`src/rtl/int_to_fp_pipe_pkg.sv`:
```
// Shared constants for the integer-to-floating-point converter.
//   rm_e   : rounding-mode encodings (values 5..7 are treated as RNE)
//   fmt_e  : destination format encodings
//   BIAS_* : exponent biases, MANT_* : stored mantissa widths
//   FFLAG_*: bit positions inside the {NV, DZ, OF, UF, NX} flag vector
package int_to_fp_pipe_pkg;

  typedef enum logic [2:0] {
    RM_RNE = 3'd0,
    RM_RTZ = 3'd1,
    RM_RDN = 3'd2,
    RM_RUP = 3'd3,
    RM_RMM = 3'd4
  } rm_e;

  typedef enum logic {
    FMT_S = 1'b0,
    FMT_D = 1'b1
  } fmt_e;

  localparam int BIAS_S = 127;
  localparam int BIAS_D = 1023;
  localparam int MANT_S = 23;
  localparam int MANT_D = 52;

  localparam int FFLAG_NX = 0;
  localparam int FFLAG_UF = 1;
  localparam int FFLAG_OF = 2;
  localparam int FFLAG_DZ = 3;
  localparam int FFLAG_NV = 4;

endpackage

```
`src/rtl/int_to_fp_pipe_lzc64.sv`:
```
// Combinational 64-bit leading-zero counter.
//   val : 64-bit operand
//   cnt : number of leading zeros, 0..64 (64 when val is zero)
module lzc64 (
  input  logic [63:0] val,
  output logic [6:0]  cnt
);

  // Scan upward so the highest set bit is the last one to write cnt.
  always_comb begin
    cnt = 7'd64;
    for (int i = 0; i < 64; i++) begin
      if (val[i]) cnt = 7'(63 - i);
    end
  end

endmodule

```
`src/rtl/int_to_fp_pipe.sv`:
```
// Two-stage integer to IEEE single/double converter with valid/ready flow.
//   clock, reset      : clock, synchronous active-high reset
//   io_in_*           : request (integer, op {long, signed}, fmt, rm)
//   io_flush          : drop everything in flight and the request of this cycle
//   io_out_*          : result (single NaN-boxed) and {NV, DZ, OF, UF, NX}
// S1 holds sign, magnitude and leading-zero count; S2 holds the packed result.
module int_to_fp_pipe
  import int_to_fp_pipe_pkg::*;
(
  input  logic        clock,
  input  logic        reset,
  input  logic        io_in_valid,
  output logic        io_in_ready,
  input  logic [63:0] io_in_int,
  input  logic [1:0]  io_in_op,
  input  logic        io_in_fmt,
  input  logic [2:0]  io_in_rm,
  input  logic        io_flush,
  output logic        io_out_valid,
  input  logic        io_out_ready,
  output logic [63:0] io_out_result,
  output logic [4:0]  io_out_fflags
);

  logic        s1_valid, s2_valid, s2_ready;
  logic        s1_sign, s1_fmt;
  logic [2:0]  s1_rm;
  logic [63:0] s1_mag;
  logic [6:0]  s1_lzc;
  logic [63:0] s2_result;
  logic [4:0]  s2_fflags;

  assign s2_ready     = !s2_valid || io_out_ready;
  assign io_in_ready  = !s1_valid || s2_ready;
  assign io_out_valid = s2_valid;
  assign io_out_result = s2_result;
  assign io_out_fflags = s2_fflags;

  // ---------------- S1 input side ----------------
  logic [63:0] src, mag;
  logic        neg;
  logic [6:0]  mag_lzc;

  // 32-bit ops extend from bit 31; the upper input half is ignored.
  assign src = io_in_op[1] ? io_in_int
                           : {{32{io_in_op[0] & io_in_int[31]}}, io_in_int[31:0]};
  assign neg = io_in_op[0] & src[63];
  assign mag = neg ? -src : src;

  lzc64 u_lzc (.val(mag), .cnt(mag_lzc));

  // ---------------- S2 input side: normalise, round, pack ----------------
  logic [63:0]     norm;
  logic            is_zero, lsb, rnd, sticky, inc;
  logic [MANT_D:0] mant_d;
  logic [MANT_S:0] mant_s;
  logic [10:0]     exp_d;
  logic [7:0]      exp_s;
  logic [63:0]     result;
  logic [4:0]      fflags;

  always_comb begin
    norm    = s1_mag << s1_lzc[5:0];
    is_zero = !norm[63];
    if (s1_fmt == FMT_D) begin
      lsb    = norm[11];
      rnd    = norm[10];
      sticky = |norm[9:0];
    end else begin
      lsb    = norm[40];
      rnd    = norm[39];
      sticky = |norm[38:0];
    end
    case (s1_rm)
      RM_RTZ:  inc = 1'b0;
      RM_RDN:  inc = s1_sign & (rnd | sticky);
      RM_RUP:  inc = !s1_sign & (rnd | sticky);
      RM_RMM:  inc = rnd;
      default: inc = rnd & (sticky | lsb);
    endcase
    // A carry out of the mantissa leaves its stored bits at zero and bumps
    // the exponent by one.
    mant_d = {1'b0, norm[62:11]} + {{MANT_D{1'b0}}, inc};
    mant_s = {1'b0, norm[62:40]} + {{MANT_S{1'b0}}, inc};
    exp_d  = 11'(BIAS_D + 63) - {4'b0, s1_lzc} + {10'b0, mant_d[MANT_D]};
    exp_s  = 8'(BIAS_S + 63) - {1'b0, s1_lzc} + {7'b0, mant_s[MANT_S]};
    if (s1_fmt == FMT_D)
      result = is_zero ? 64'h0 : {s1_sign, exp_d, mant_d[MANT_D-1:0]};
    else
      result = is_zero ? 64'hFFFF_FFFF_0000_0000
                       : {32'hFFFF_FFFF, s1_sign, exp_s, mant_s[MANT_S-1:0]};
    fflags = '0;
    fflags[FFLAG_NX] = rnd | sticky;
  end

  // ---------------- valid bits ----------------
  always_ff @(posedge clock) begin
    if (reset || io_flush) begin
      s1_valid <= 1'b0;
      s2_valid <= 1'b0;
    end else begin
      if (io_in_ready) s1_valid <= io_in_valid;
      if (s2_ready)    s2_valid <= s1_valid;
    end
  end

  // ---------------- data registers (unreset) ----------------
  always_ff @(posedge clock) begin
    if (io_in_valid && io_in_ready) begin
      s1_sign <= neg;
      s1_mag  <= mag;
      s1_lzc  <= mag_lzc;
      s1_fmt  <= io_in_fmt;
      s1_rm   <= io_in_rm;
    end
    if (s1_valid && s2_ready) begin
      s2_result <= result;
      s2_fflags <= fflags;
    end
  end

endmodule
```
`config.mk`:
```
export PLATFORM = sky130hd
export DESIGN_NAME = int_to_fp_pipe
export DESIGN_NICKNAME = d
export VERILOG_FILES = /design/src/rtl/int_to_fp_pipe_pkg.sv /design/src/rtl/int_to_fp_pipe_lzc64.sv /design/src/rtl/int_to_fp_pipe.sv
export SDC_FILE = /design/constraint.sdc
export NUM_CORES = 1
export LEC_CHECK = 0
export BUFFER_PORTS_ARGS = -buffer_cell sky130_fd_sc_hd__clkbuf_2
export CORE_UTILIZATION = 50
export DETAILED_ROUTE_END_ITERATION = 7
export GPL_TIMING_DRIVEN = 0
export PLACE_DENSITY = 0.69
export SYNTH_ARGS = -nofsm -noshare
export SYNTH_HDL_FRONTEND = slang
export SYNTH_SLANG_ARGS = --single-unit
```
`constraint.sdc`:
```
create_clock -name clock -period 7 [get_ports clock]
set_input_delay 0.35 -clock clock [delete_from_list [all_inputs] [get_ports clock]]
set_output_delay 0.35 -clock clock [all_outputs]
set_load 0.01 [all_outputs]
```
==> results of run 1 <==
[timing repair]
action / 4_1_cts / 5_1_grt
endpoints found under the setup margin: 53 / 22
resized for setup: 25 / 37
pin swaps: 3 / 6
setup buffers: 3 / 6
cloned: 0 / 0
[worst max-delay path: cells and delay by family (launching register included)]
family	cells	cell delay (ns)
fa+ha+maj	4	1.01
simple gates	12	2.89
compound gates	6	1.52
flops	1	0.47
buf+inv	4	0.66
[cell usage in the layout, fill, tap and decap left out, types with 10 or more instances in the layout]
| cell type | count |
|---|---|
| xnor2_1 | 73 |
| and3_1 | 17 |
| o21ai_0 | 63 |
| clkbuf_2 | 128 |
| edfxtp_1 | 141 |
| nor4_1 | 36 |
| nor2b_1 | 11 |
| mux2i_1 | 74 |
| or3_1 | 25 |
| buf_4 | 20 |
| nand2b_1 | 19 |
| or4_1 | 16 |
| nand3b_1 | 10 |
| clkbuf_16 | 17 |
| a211oi_1 | 28 |
| clkbuf_8 | 10 |
| o21a_1 | 17 |
| nand4_1 | 25 |
| buf_2 | 11 |
| nand3_1 | 48 |
| inv_1 | 39 |
| mux4_1 | 22 |
| o41ai_1 | 14 |
| nor3_1 | 43 |
| and2_1 | 13 |
| o31ai_1 | 20 |
| nand2_1 | 145 |
| a31oi_1 | 29 |
| or2_2 | 11 |
| o21ai_1 | 18 |
| mux2_2 | 30 |
| xor2_1 | 46 |
| buf_6 | 11 |
| clkbuf_1 | 73 |
| mux4_2 | 70 |
| nor2_1 | 156 |
| a22oi_1 | 13 |
| a21oi_1 | 102 |
[state kept, by name (all words and copies together) (netlist names)]
name,cells
s1_sign,1
io_out_result,64
s1_mag,64
s1_valid,1
s1_rm,3
io_out_fflags,1
s1_fmt,1
s1_lzc,7
io_out_valid,1
[final cells by class]
cell class	instances	area, sq um	area share [%]
clock inverters	15	121.4	0.6757
plain buffers	138	845.8	4.709
flip-flops and latches	143	4274	23.80
repair buffers	135	713.2	3.971
clock buffers	17	425.4	2.369
multi-input cells	1409	10910	60.76
well taps	402	503.0	2.800
inverters	43	165.2	0.9195
[synthesized netlist by cell type (19+ instances only)]
master | count | area share (%)
a31oi_1 | 29 | 1.1
nor2_1 | 157 | 3.7
nand2b_1 | 19 | 0.74
inv_1 | 39 | 0.92
nand4_1 | 25 | 0.98
nand3_1 | 48 | 1.5
nand2_1 | 145 | 3.4
xor2_1 | 46 | 2.5
nor3_1 | 44 | 1.4
nor4_1 | 37 | 1.4
o21ai_0 | 64 | 2.0
o31ai_1 | 20 | 0.94
mux4_2 | 69 | 9.7
or3_1 | 25 | 0.98
xnor2_1 | 73 | 4.0
mux4_1 | 23 | 3.8
mux2_2 | 30 | 2.1
clkbuf_1 | 78 | 1.8
a21oi_1 | 102 | 3.2
a211oi_1 | 28 | 1.3
mux2i_1 | 74 | 4.6
edfxtp_1 | 141 | 26
[worst max path at each step]
| stage | from | endpoint | slack, ns | cells after the start |
|---|---|---|---|---|
| after global routing | s1_lzc[0] | io_out_result[58] | -0.01 | 26 |
| after detailed placement | s1_lzc[3] | io_out_result[56] | -1.74 | 27 |
| after CTS | s1_lzc[0] | io_out_result[60] | 0.005 | 25 |
| after floorplan | s1_lzc[3] | io_out_result[56] | 0.85 | 27 |
| final | s1_lzc[0] | io_out_result[60] | 0.13 | 26 |
| after global placement | s1_lzc[3] | io_out_result[56] | -1.73 | 27 |
[per-layer routing]
layer  up-vias  GRT usage (%)  wire length, um
li1       7093              -                -
met1      7864          47.39            24260
met2      1104          65.02            30250
met3       261          6.128             5426
met4         0          24.72             4295
met5         -              0                0
[cells by family after synthesis]
kind of cell             Yosys count
XOR/XNOR                         119
other                              1
flip-flops                       143
AO/OA/AOI/OAI                    444
buffers and inverters            182
AND/OR/NAND/NOR                  637
multiplexers                     196
adder cells (fa/ha/maj)            9
[power by group]
group	total (W)	internal, W	switching (W)	leakage, nW
clock network	0.000860	0.000463	0.000397	0.274
registers	0.00108	0.00103	0.0000506	1.38
logic	0.00183	0.000696	0.00113	4.78
total	0.00377	0.00218	0.00158	6.44
[through the flow]
stage	utilization (%)	std cells
6_report	56.92	2302
5_1_grt	56.92	2302
4_1_cts	56.50	2296
3_5_place_dp	54.40	2262
3_3_place_gp	54.31	2261
2_1_floorplan	-	1734
==> results.rst, run 1 <==
.. list-table::
   :header-rows: 1

   * - Metric
     - Value
   * - Setup slack of the most critical reg-to-reg path
     - 0.13 ns
   * - Via count of the first global-routing pass
     - 15460
   * - Area fraction in compound gates after synthesis
     - 19.05%
   * - Max_cap viols
     - 0
   * - Design Power
     - 0.003765 W
   * - Dpl ws
     - -1.737 ns
   * - Top Ports
     - 146
   * - Kind of critical path
     - flop to flop
   * - Synth warn
     - 0
   * - Fin crit period
     - 6.874 ns
   * - Startpoint of the most critical register-to-register path
     - s1_lzc[0]
   * - Register bit total from synthesis
     - 143
   * - Final net count
     - 1971
   * - Final cell area excluding filler cells
     - 17960 sq um
   * - Initial Utilization
     - 50.69%
   * - Hold-fix buffers at CTS
     - 0
   * - Dpl cell area
     - 17170 sq um
   * - Simple-gate share of the synthesized area
     - 20.76%
   * - Detail Route Antenna Nets
     - 0
   * - Sequential area share after synthesis
     - 26.72%
   * - Clock sink total
     - 143
   * - DPL Wire Length
     - 51.35 mm
   * - Hold path endpoint
     - io_out_valid
   * - Leakage dissipation
     - 6.435 nW
   * - CTS tree
     - built
   * - Required time of the critical path
     - 7.15 ns
   * - Number of antenna violations at the first check in global routing
     - 0
   * - Row count
     - 65
   * - CTS Buffer Depth
     - 2
   * - Leading register cell type out of synthesis
     - edfxtp_1
   * - Worst EP arrival
     - 7.03 ns
   * - Max Slew Vio Count
     - 0
   * - First-pass GRT wire length
     - 96.30 mm
   * - Length of the first detailed-routing pass in iterations
     - 6
   * - VDD IR max
     - 0.1354 mV
   * - Highest fanout seen on the critical path
     - 10
   * - Floorplan die area
     - 32710 sq um
   * - TritonCTS buffer count
     - 17
   * - Power per Cell Area
     - 209.6 nW/um^2
   * - Number of fill cells
     - 2903
   * - Number of violations reported at the end of detailed-routing iteration 0
     - 1812
   * - Startpoint kind of the worst setup timing path
     - flop
   * - Per-cell routed wire length
     - 27.90 um
   * - Final clock period utilization by the worst path
     - 98.20%
   * - Number of different library cells in the post-synthesis netlist
     - 111
   * - Number of cell instances on the worst register-to-register path
     - 26
   * - Vias per inst
     - 7.090
   * - Final weighted congestion in routability-driven placement
     - 1.035
   * - Endpoint of the lowest-slack register-to-register path
     - io_out_result[60]
   * - Via count of the routed design
     - 16320
   * - Post-synthesis adder-cell area fraction
     - 0.7039%
   * - Count of mapped cells out of synthesis
     - 1731
   * - Leftover overflow at the end of global routing
     - 0
   * - Number of enable-type register cells in the synthesized netlist
     - 141
   * - Mapped Avg Cell Area
     - 9.241 sq um
   * - Result of the run
     - finished clean
   * - Transition time at the pin with the least slew margin
     - 1.237 ns
   * - Largest net degree at the start of global routing
     - 77
   * - Portion of netlist area occupied by mux cells
     - 20.23%
   * - Final Hold Slack
     - 0.08466 ns
   * - Async set-or-reset flop fraction in the synthesized netlist
     - 0%
   * - Post-route worst setup slack
     - 0.1259 ns
   * - Final hold violation count
     - 0
   * - Core ar.
     - 31560 sq um
   * - Hold path startpoint
     - io_flush
   * - Tightest slew margin relative to the limit
     - 16.78%
   * - Number of levels the H-tree was split into
     - 4
   * - Max incr delay on CP
     - 0.51 ns
   * - Worst Hold Path Cells
     - 2
   * - Post-synthesis xor/xnor area fraction
     - 6.515%
   * - Syn-to-layout area delta
     - 12.28%
   * - Number of I/O port buffers
     - 125
   * - Worst-Skew Late Latency
     - 0.44 ns
   * - Hold Path Class
     - input pin to flop
   * - Drt total wl
     - 64.23 mm
   * - Largest family of logic cells by synthesized area
     - simple AND/OR/NAND/NOR gates
   * - Critical path capture point type
     - flop
   * - Chip Width
     - 180.9 um
   * - Setup TNS
     - 0 ns
   * - All-Layer GR Usage
     - 39.08%
   * - Cell at the slowest stage of the critical path
     - or3_1
   * - Layout cell share with drive strength beyond 1
     - 20.21%
   * - Inserted Diodes
     - 0
   * - Mapped cell area
     - 16000 sq um
   * - # setup viols final
     - 0
   * - Die outline height
     - 180.9 um
   * - Reg clk slew, reported paths
     - 0.07 ns
   * - Clock root buffer master
     - clkbuf_16
   * - Clock tree skew after final layout
     - 0.01256 ns
   * - Peak clock frequency supported by timing
     - 145.5 MHz
   * - Total DRC errors in the routed layout
     - 0
No activity file was read; power rests on OpenSTA's default activity.
==> run 2, diff against run 1 <==
CTS_BUF_LIST = sky130_fd_sc_hd__clkbuf_2   (was unset)
==> run 2 against run 1 <==
- the flow now finishes with violations (design-rule violations)
- via count shrank 0.37%
- first-iteration DRC count increased by 7.5%
- sequential share of layout area grew 0.31 points
- critical path type unchanged
- largest cell class unchanged
==> results.rst, run 2 (synthesis results as in run 1) <==
.. list-table::
   :header-rows: 1

   * - Metric
     - Value
   * - Result of the run
     - complete, but fails checks (was finished clean)
   * - Violated checks
     - design-rule violations
   * - Launching element of the worst setup path
     - s1_lzc[1] (was s1_lzc[0])
   * - Top Ports
     - 146 (unchanged)
   * - All-Layer GR Usage
     - 38.92% (was 39.08%)
   * - CTS Buffer Depth
     - 2 (unchanged)
   * - Worst-Skew Late Latency
     - 0.79 ns (was 0.44 ns)
   * - Fin crit period
     - 6.915 ns (was 6.874 ns)
   * - Total DRC errors in the routed layout
     - 1 (was 0)
   * - Crit path cell chain
     - buf_6, buf_2, buf_2, buf_2, buf_2, buf_2, nor4_2, nor3_1, nand4b_1, nor4_1, o32ai_2, nor2_1, or4b_1, a32oi_2, ha_2, ha_2, nand3b_1, nand4b_1, buf_4, nor3_1, nand4_1, nor4_2, nor3_1, or4_1
   * - Startpoint kind of the worst setup timing path
     - flop (unchanged)
   * - Number of cell instances on the worst register-to-register path
     - 24 (was 26)
   * - Final hold violation count
     - 0 (unchanged)
   * - Dpl cell area
     - 17170 sq um (unchanged)
   * - Highest fanout seen on the critical path
     - 10 (unchanged)
   * - Initial Utilization
     - 50.69% (unchanged)
   * - Detail Route Antenna Nets
     - 0 (unchanged)
   * - Leftover overflow at the end of global routing
     - 0 (unchanged)
   * - VDD IR max
     - 0.08441 mV (was 0.1354 mV)
   * - Startpoint of the most critical register-to-register path
     - s1_lzc[1] (was s1_lzc[0])
   * - Transition time at the pin with the least slew margin
     - 1.315 ns (was 1.237 ns)
   * - Row count
     - 65 (unchanged)
   * - Post-route worst setup slack
     - 0.08478 ns (was 0.1259 ns)
   * - Clock tree skew after final layout
     - 0.07609 ns (was 0.01256 ns)
   * - Worst EP arrival
     - 7.44 ns (was 7.03 ns)
   * - Highest-count cells in the layout ignoring fill and taps
     - 156 x nor2_1, 145 x nand2_1, 145 x clkbuf_2 (was 156 x nor2_1, 145 x nand2_1, 141 x edfxtp_1)
   * - Leakage dissipation
     - 6.354 nW (was 6.435 nW)
   * - Drt total wl
     - 64.17 mm (was 64.23 mm)
   * - Number of antenna violations at the first check in global routing
     - 2 (was 0)
   * - Clock root buffer master
     - clkbuf_2 (was clkbuf_16)
   * - Required time of the critical path
     - 7.53 ns (was 7.15 ns)
   * - Largest net degree at the start of global routing
     - 77 (unchanged)
   * - Number of fill cells
     - 2954 (was 2903)
   * - Dpl ws
     - -1.737 ns (unchanged)
   * - Reg clk slew, reported paths
     - 0.23 ns (was 0.07 ns)
   * - Via count of the routed design
     - 16260 (was 16320)
   * - Most Frequent Cell on Critical Path
     - buf_2
   * - Floorplan die area
     - 32710 sq um (unchanged)
   * - Core ar.
     - 31560 sq um (unchanged)
   * - Final weighted congestion in routability-driven placement
     - 1.035 (unchanged)
   * - Tightest slew margin relative to the limit
     - 11.54% (was 16.78%)
   * - Die outline height
     - 180.9 um (unchanged)
   * - Cell at the slowest stage of the critical path
     - or4_1 (was or3_1)
   * - Power per Cell Area
     - 189.2 nW/um^2 (was 209.6 nW/um^2)
   * - Per-cell routed wire length
     - 27.71 um (was 27.90 um)
   * - Final clock period utilization by the worst path
     - 98.79% (was 98.20%)
   * - Final net count
     - 1984 (was 1971)
   * - Hold Path Class
     - input pin to flop (unchanged)
   * - Max Slew Vio Count
     - 0 (unchanged)
   * - Max incr delay on CP
     - 0.52 ns (was 0.51 ns)
   * - DPL Wire Length
     - 51.35 mm (unchanged)
   * - TritonCTS buffer count
     - 17 (unchanged)
   * - Peak clock frequency supported by timing
     - 144.6 MHz (was 145.5 MHz)
   * - Critical path capture point type
     - flop (unchanged)
   * - Hold path startpoint
     - io_in_int[22] (was io_flush)
   * - CTS tree
     - built (unchanged)
   * - RSZ-0062 raised after global routing
     - false
   * - Layout cell share with drive strength beyond 1
     - 19.97% (was 20.21%)
   * - Final cell area excluding filler cells
     - 17730 sq um (was 17960 sq um)
   * - # setup viols final
     - 0 (unchanged)
   * - First-pass GRT wire length
     - 95.99 mm (was 96.30 mm)
   * - Number of I/O port buffers
     - 125 (unchanged)
   * - Clock sink total
     - 143 (unchanged)
   * - Via count of the first global-routing pass
     - 15450 (was 15460)
   * - Syn-to-layout area delta
     - 10.83% (was 12.28%)
   * - Max_cap viols
     - 0 (unchanged)
   * - Kind of critical path
     - flop to flop (unchanged)
   * - Vias per inst
     - 7.021 (was 7.090)
   * - Number of levels the H-tree was split into
     - 4 (unchanged)
   * - Number of violations reported at the end of detailed-routing iteration 0
     - 1947 (was 1812)
   * - Worst Hold Path Cells
     - 2 (unchanged)
   * - Length of the first detailed-routing pass in iterations
     - 8 (was 6)
   * - Most common cell after layout, fill and taps aside
     - nor2_1 (unchanged)
   * - Chip Width
     - 180.9 um (unchanged)
## run 2: metal layers
layer	GRT usage [%]	part of all wire [%]	vias up
met1	47.35	38	7844
met5	0	0	-
met2	65.56	47	1064
met3	5.624	8.2	237
li1	-	-	7116
met4	23.28	6.4	0
## run 2: stage by stage
| step | std cells | setup TNS, ns | utilization, % | total power (W) | hold slack (ns) |
|---|---|---|---|---|---|
| after floorplan | 1734 | 0 | - | 0.002251 | 0.4268 |
| after global placement | 2261 | -44.21 | 54.31 | 0.002814 | 0.5082 |
| after detailed placement | 2262 | -43.45 | 54.40 | 0.002811 | 0.5240 |
| after CTS | 2310 | 0 | 55.85 | 0.003269 | 0.00001588 |
| after global routing | 2316 | 0 | 56.19 | 0.003463 | 0.008706 |
| final | 2316 | 0 | 56.19 | 0.003354 | 0.04570 |
## run 2: worst max-delay path, delay by kind of cell, from the launching register on
family | cells | cell delay, ns
AO/OA/AOI/OAI | 2 | 0.58
flip-flops | 1 | 0.46
buffers and inverters | 7 | 1.70
AND/OR/NAND/NOR | 13 | 3.38
adder cells (fa/ha/maj) | 2 | 0.53
## run 2: area by class of cell
type                    count  area (sq um)  share of cell area, %
flip-flops and latches    143          4274                  24.11
clock buffers              17         85.08                 0.4799
inverters                  43         165.2                 0.9315
repair buffers            148         843.3                  4.757
diodes                      1         2.502                0.01411
plain buffers             138         832.0                  4.693
clock inverters            15         121.4                 0.6845
multi-input cells        1409         10900                  61.50
well taps                 402         503.0                  2.837
## run 2: report_power, final
part	internal, W	total (W)	switching [W]
clock network	0.000106	0.000453	0.000348
logic	0.000697	0.00183	0.00113
registers	0.00102	0.00107	0.0000483
total	0.00183	0.00335	0.00153
## run 2: path summary, 6_finish.rpt
kind	to	slack, ns
worst max-delay path	io_out_result[50]	0.08
worst min-delay path	s1_mag[22]	0.05
worst max register to register	io_out_result[50]	0.08
worst min register to register	io_out_result[20]	0.82
## run 2: what timing repair did
action	in CTS	in global routing
pin swaps	3	4
resized for setup	25	25
setup buffers	3	6
hold buffers	13	0
endpoints found under the hold margin	11	0
endpoints found under the setup margin	54	32
